## src/rtl/des_tx_serializer.sv

```systemverilog
// Double-buffered 64-bit block to byte-stream serializer sitting between the
// encryptor core and the USB transmit FIFO. Optional checksum byte: SER_CHECKSUM_EN.
module des_tx_serializer #(
  parameter int LSB_FIRST = 1,
  parameter int CNT_W     = 16
) (
  input  logic             clk,
  input  logic             rst,
  input  logic [63:0]      trans_data,
  input  logic             trans_data_ready,
  output logic             handshake_ack,
  output logic [7:0]       tx_byte,
  output logic             tx_valid,
  input  logic             tx_ready,
  output logic             tx_busy,
  output logic [CNT_W-1:0] block_count
);

`ifdef SER_CHECKSUM_EN
  typedef enum logic [1:0] {IDLE, SEND, CHK} state_t;
`else
  typedef enum logic [1:0] {IDLE, SEND} state_t;
`endif

  state_t      state, state_nxt;
  logic [63:0] hold_reg, shift_reg;
  logic        hold_full, armed;
  logic [2:0]  byte_idx;
  logic [2:0]  sel_idx;
  logic        capture, accept, last_accept, load_shift;
`ifdef SER_CHECKSUM_EN
  logic [7:0]  csum;
`endif

  // The hold buffer is only ever written when it is empty, so a capture and a
  // hold-to-shift transfer can never collide on the same edge.
  assign capture = trans_data_ready & armed & ~hold_full;
  assign accept  = tx_valid & tx_ready;

  always_comb begin
    // NOTE: every combinational output gets a default first so no latch is inferred.
    last_accept = 1'b0;
`ifdef SER_CHECKSUM_EN
    last_accept = accept & (state == CHK);
`else
    last_accept = accept & (state == SEND) & (byte_idx == 3'd7);
`endif
  end

  assign load_shift = hold_full & (((state == IDLE)) | last_accept);

  // State register
  always_ff @(posedge clk) begin
    // NOTE: sequential state uses non-blocking assignments only.
    if (rst) state <= IDLE;
    else     state <= state_nxt;
  end

  // Next-state logic
  always_comb begin
    state_nxt = state;
    case (state)
      IDLE: if (hold_full) state_nxt = SEND;
      SEND: begin
        if (accept && byte_idx == 3'd7) begin
`ifdef SER_CHECKSUM_EN
          state_nxt = CHK;
`else
          state_nxt = hold_full ? SEND : IDLE;
`endif
        end
      end
`ifdef SER_CHECKSUM_EN
      CHK: if (accept) state_nxt = hold_full ? SEND : IDLE;
`endif
      default: state_nxt = IDLE;
    endcase
  end

  // Control registers are reset; the 64-bit data buffers are not, since they
  // are only observed after a load guarded by hold_full / state.
  always_ff @(posedge clk) begin
    if (rst) begin
      hold_full     <= 1'b0;
      armed         <= 1'b1;
      byte_idx      <= 3'd0;
      block_count   <= '0;
      handshake_ack <= 1'b0;
    end else begin
      handshake_ack <= capture;
      if (capture)                armed <= 1'b0;
      else if (!trans_data_ready) armed <= 1'b1;

      if (capture)         hold_full <= 1'b1;
      else if (load_shift) hold_full <= 1'b0;

      if (load_shift)                    byte_idx <= 3'd0;
      else if (accept && state == SEND)  byte_idx <= byte_idx + 3'd1;

      if (last_accept) block_count <= block_count + CNT_W'(1);
    end
  end

  // NOTE: wide data registers carry no reset; their contents are don't-care until loaded.
  always_ff @(posedge clk) begin
    if (capture)    hold_reg  <= trans_data;
    if (load_shift) shift_reg <= hold_reg;
  end

`ifdef SER_CHECKSUM_EN
  always_ff @(posedge clk) begin
    if (rst)                          csum <= 8'h00;
    else if (load_shift)              csum <= 8'h00;
    else if (accept && state == SEND) csum <= csum ^ tx_byte;
  end
`endif

  assign sel_idx = (LSB_FIRST != 0) ? byte_idx : (3'd7 - byte_idx);

  // Output logic
  always_comb begin
    tx_valid = 1'b0;
    tx_byte  = 8'h00;
    case (state)
      SEND: begin
        tx_valid = 1'b1;
        tx_byte  = shift_reg[{sel_idx, 3'b000} +: 8];
      end
`ifdef SER_CHECKSUM_EN
      CHK: begin
        tx_valid = 1'b1;
        tx_byte  = csum;
      end
`endif
      default: ;
    endcase
    tx_busy = hold_full | (state != IDLE);
  end

endmodule

```

## config.mk

```make
export PLATFORM = sky130hd
export DESIGN_NAME = des_tx_serializer
export DESIGN_NICKNAME = d
export VERILOG_FILES = /design/src/rtl/des_tx_serializer.sv
export SDC_FILE = /design/constraint.sdc
export NUM_CORES = 1
export LEC_CHECK = 0
export ABC_AREA = 1
export BUFFER_PORTS_ARGS = -buffer_cell sky130_fd_sc_hd__buf_2
export CAP_MARGIN = 20
export CORE_MARGIN = 2
export CORE_UTILIZATION = 45
export DETAILED_ROUTE_END_ITERATION = 10
export PLACE_DENSITY_LB_ADDON = 0.1
export REMOVE_ABC_BUFFERS = 1
export SLEW_MARGIN = 20
export SYNTH_ARGS = -nofsm -noshare
export SYNTH_HDL_FRONTEND = slang
export SYNTH_SLANG_ARGS = --single-unit
export TNS_END_PERCENT = 50
```

## constraint.sdc

```tcl
create_clock -name clk -period 7.3 [get_ports clk]
set_input_delay 0.73 -clock clk [delete_from_list [all_inputs] [get_ports clk]]
set_output_delay 0.73 -clock clk [all_outputs]
set_load 0.1 [all_outputs]
```

==> key figures <==
Run status
  • Status: finished clean

GRT
  • Most Crowded Layer GR: met2
  • Total grt overflow: 0
  • Largest net degree at the start of global routing: 65
  • Vias in the first global route: 3204
  • Initial antenna violation count: 0
  • GRT met1 Usage: between 20% and 30%
  • First-pass GRT wire length: 15.9 mm
  • GRT Overall Usage: 16.7%
  • GRT met3 Usage: 6.30%
  • M2 GR Usage: 26.6%

Drt
  • DR pass1 iterations: 4
  • DRC viols: 0
  • DRT iter0 DRCs: 388
  • DR vias/cell: 4.97
  • Final WL: just over 10 mm
  • Routed Antenna Nets: 0
  • Via count: 3360
  • Avg WL per Cell: 15.3 um

Placement
  • # port buffers: 94
  • Routability cong.: 0.789
  • Area after DPL: 0.00612 sq mm
  • Detail Placement HPWL: 6.66 mm
  • Placed Cells: around 640

Timing
  • Least-Margin Pin Slew: 930 ps
  • Final Setup Violations: 0
  • Hold Vio Cnt, Final: 0
  • Fmax achieved: 290 MHz
  • RSZ-0062 raised after global routing: no
  • Post-layout min period: 3450 ps
  • TNS Setup: 0 ps
  • Relative slew slack: a little under two fifths
  • Worst hold margin: 417 ps
  • Max Slew Vio Count: 0
  • Final period utilization: 47.2%
  • Clock Skew: 7.91 ps

Critical path
  • Crit path DAT: 2720 ps
  • CP cell instances: inv_1 > o21ai_0 > o22ai_1 > nor2_1 > nor2_1 > buf_2
  • CP Launch Type: register
  • Slowest CP cell: inv_1
  • RR Startpoint: byte_idx[1]$_SDFFE_PP0P_
  • Kind of critical path: reg -> out
  • CP Data Required Time: around 6600 ps
  • Most frequent CP cell: nor2_1
  • Crit path largest cell delay: 760 ps
  • Critical Path Sink Type: output port
  • Largest fanout on the critical path: 35
  • Crit path launch: byte_idx[0]$_SDFFE_PP0P_

CTS
  • Htree depth: 4
  • Clk_lat worst skew: 410 ps
  • Post-CTS Setup Inserts: 0
  • Post_cts resized: 0
  • Worst-path clk slew: 60 ps
  • Clk root buf: clkbuf_16
  • Sink Count: about 150
  • TritonCTS clock tree: yes
  • Max clock buf depth: 2
  • Cts hold-fix bufs: 0
  • Num CTS Buffers: 17

Yosys
  • Synth Area in Simple Gates: 11.2%
  • Netlist Area Pre-Place: 0.00551 sq mm
  • Synth Flop Type: edfxtp_1
  • Mapped Cells: a little over 400
  • Sequential share of the synthesized area: 78.2%
  • Biggest area consumer among synthesized cells: edfxtp_1
  • Syn avg cell area: between 10 and 15 sq um
  • Post-synth top cells: edfxtp_1, nor2_1, nand2_1
  • Compound-gate portion of the synthesized area: 6.66%
  • Yosys warns: 0
  • Ys async rst share: 0%
  • Post-synthesis adder-cell area fraction: less than 1%
  • Largest family of logic cells by synthesized area: simple AND/OR/NAND/NOR gates
  • Post-synth EDFFs: 128
  • Synth unique cells: 25
  • Cell with the most instances after synthesis: edfxtp_1
  • Multiplexer share of the synthesized area: 0%
  • Post-Synth XOR/XNOR Area: 0.159%
  • Synth top area share: 69.8%
  • Top post-synthesis cells by area: edfxtp_1, dfxtp_1, nor2_1
  • Register bit total from synthesis: 151

Floorplanning
  • Top-level I/O count: 95
  • Starting Density: 46.0%
  • Standard-cell rows: 40
  • Die area: between 0.01 and 0.015 sq mm
  • Core footprint: 0.0120 sq mm
  • Vert. Die Dim: 115 um
  • Die X: 115 um

Pwr
  • PwrDens: 292 mW/mm^2
  • LEAKAGE: 2.54 nW
  • Peak supply drop: 0.000170 V

Final layout
  • Post-Layout Cell Count: 676
  • Synth-to-layout area growth: 21.5%
  • Number of diodes: 0
  • Ratio of cells with drive above 1 in the final layout: 25.7%
  • Finished Cell Area: 0.00669 sq mm
  • Final #Nets: 587

Job
  • Max_cap viols: 0

Worst hold path
  • Min-Delay Path Class: reg -> reg
  • Hold_sp: hold_reg[58]$_DFFE_PP_
==> critical path, delay by kind of cell (launching register included) <==
kind                   cells  cell delay (ps)
DFF                        1              500
AOI/OAI and AO/OA          2              380
and+or+nand+nor            2              210
buffers and inverters      2             1210
==> area by class of cell <==
class,instances,area [sq um]
multi-input cells,221,1040
inverters,29,109
flip-flops and latches,151,4310
clock buffers,21,470
fillers,993,5270
clock inverters,11,100
well taps,147,184
repair buffers,96,485
==> where the power goes <==
| part | total (mW) | internal [mW] | switching, mW |
|---|---|---|---|
| clock network | 0.820 | 0.495 | 0.324 |
| registers | 1.02 | 1.00 | 0.0224 |
| logic | 0.114 | 0.0282 | 0.0854 |
| total | 1.96 | 1.52 | 0.432 |
==> cells in the final DEF (no fill, tap or decap), types with 10 or more instances in the layout <==
cell type / Yosys / final
nor2_1: 79 / 78
clkbuf_16: 0 / 17
a21oi_1: 10 / 10
dfxtp_1: 23 / 22
edfxtp_1: 128 / 128
inv_1: 29 / 28
nand3_1: 10 / 10
nand2_1: 46 / 46
o21ai_0: 37 / 37
buf_2: 8 / 94
==> per-layer routing <==
metal / vias up / wire, um / part of all wire [%]
li1: 1667 / - / -
met1: 1577 / 4490 / 43
met2: 103 / 5130 / 50
met3: 13 / 545 / 5.3
met4: 0 / 174 / 1.7
met5: - / 0 / 0
==> worst paths after layout <==
check                                          endpoint  slack [ps]  cells past startpoint
worst max-delay path                         tx_byte[3]        3850                      6
worst min-delay path            shift_reg[58]$_DFFE_PP_         420                      0
worst max register to register   shift_reg[8]$_DFFE_PP_        4460                      7
worst min register to register  shift_reg[58]$_DFFE_PP_         420                      0
==> per-stage QoR <==
stage                     setup WS (ps)  utilization, %  total power, mW
after floorplan                    3330               -             1.11
after global placement             3970            51.2             1.15
after CTS                          3400            55.9             1.98
after detailed placement           3860            51.2             1.16
after global routing               3590            55.9             2.03
final                              3850            55.9             1.96
==> cell families (layout without fill, tap and decap cells) <==
logic type	Yosys count	in the layout
buffers and inverters	43	157
adder cells (fa/ha/maj)	3	3
XOR/XNOR	1	1
AND/OR/NAND/NOR	150	150
AO/OA/AOI/OAI	67	67
flip-flops	151	151
(Power assumes the default switching activity.)
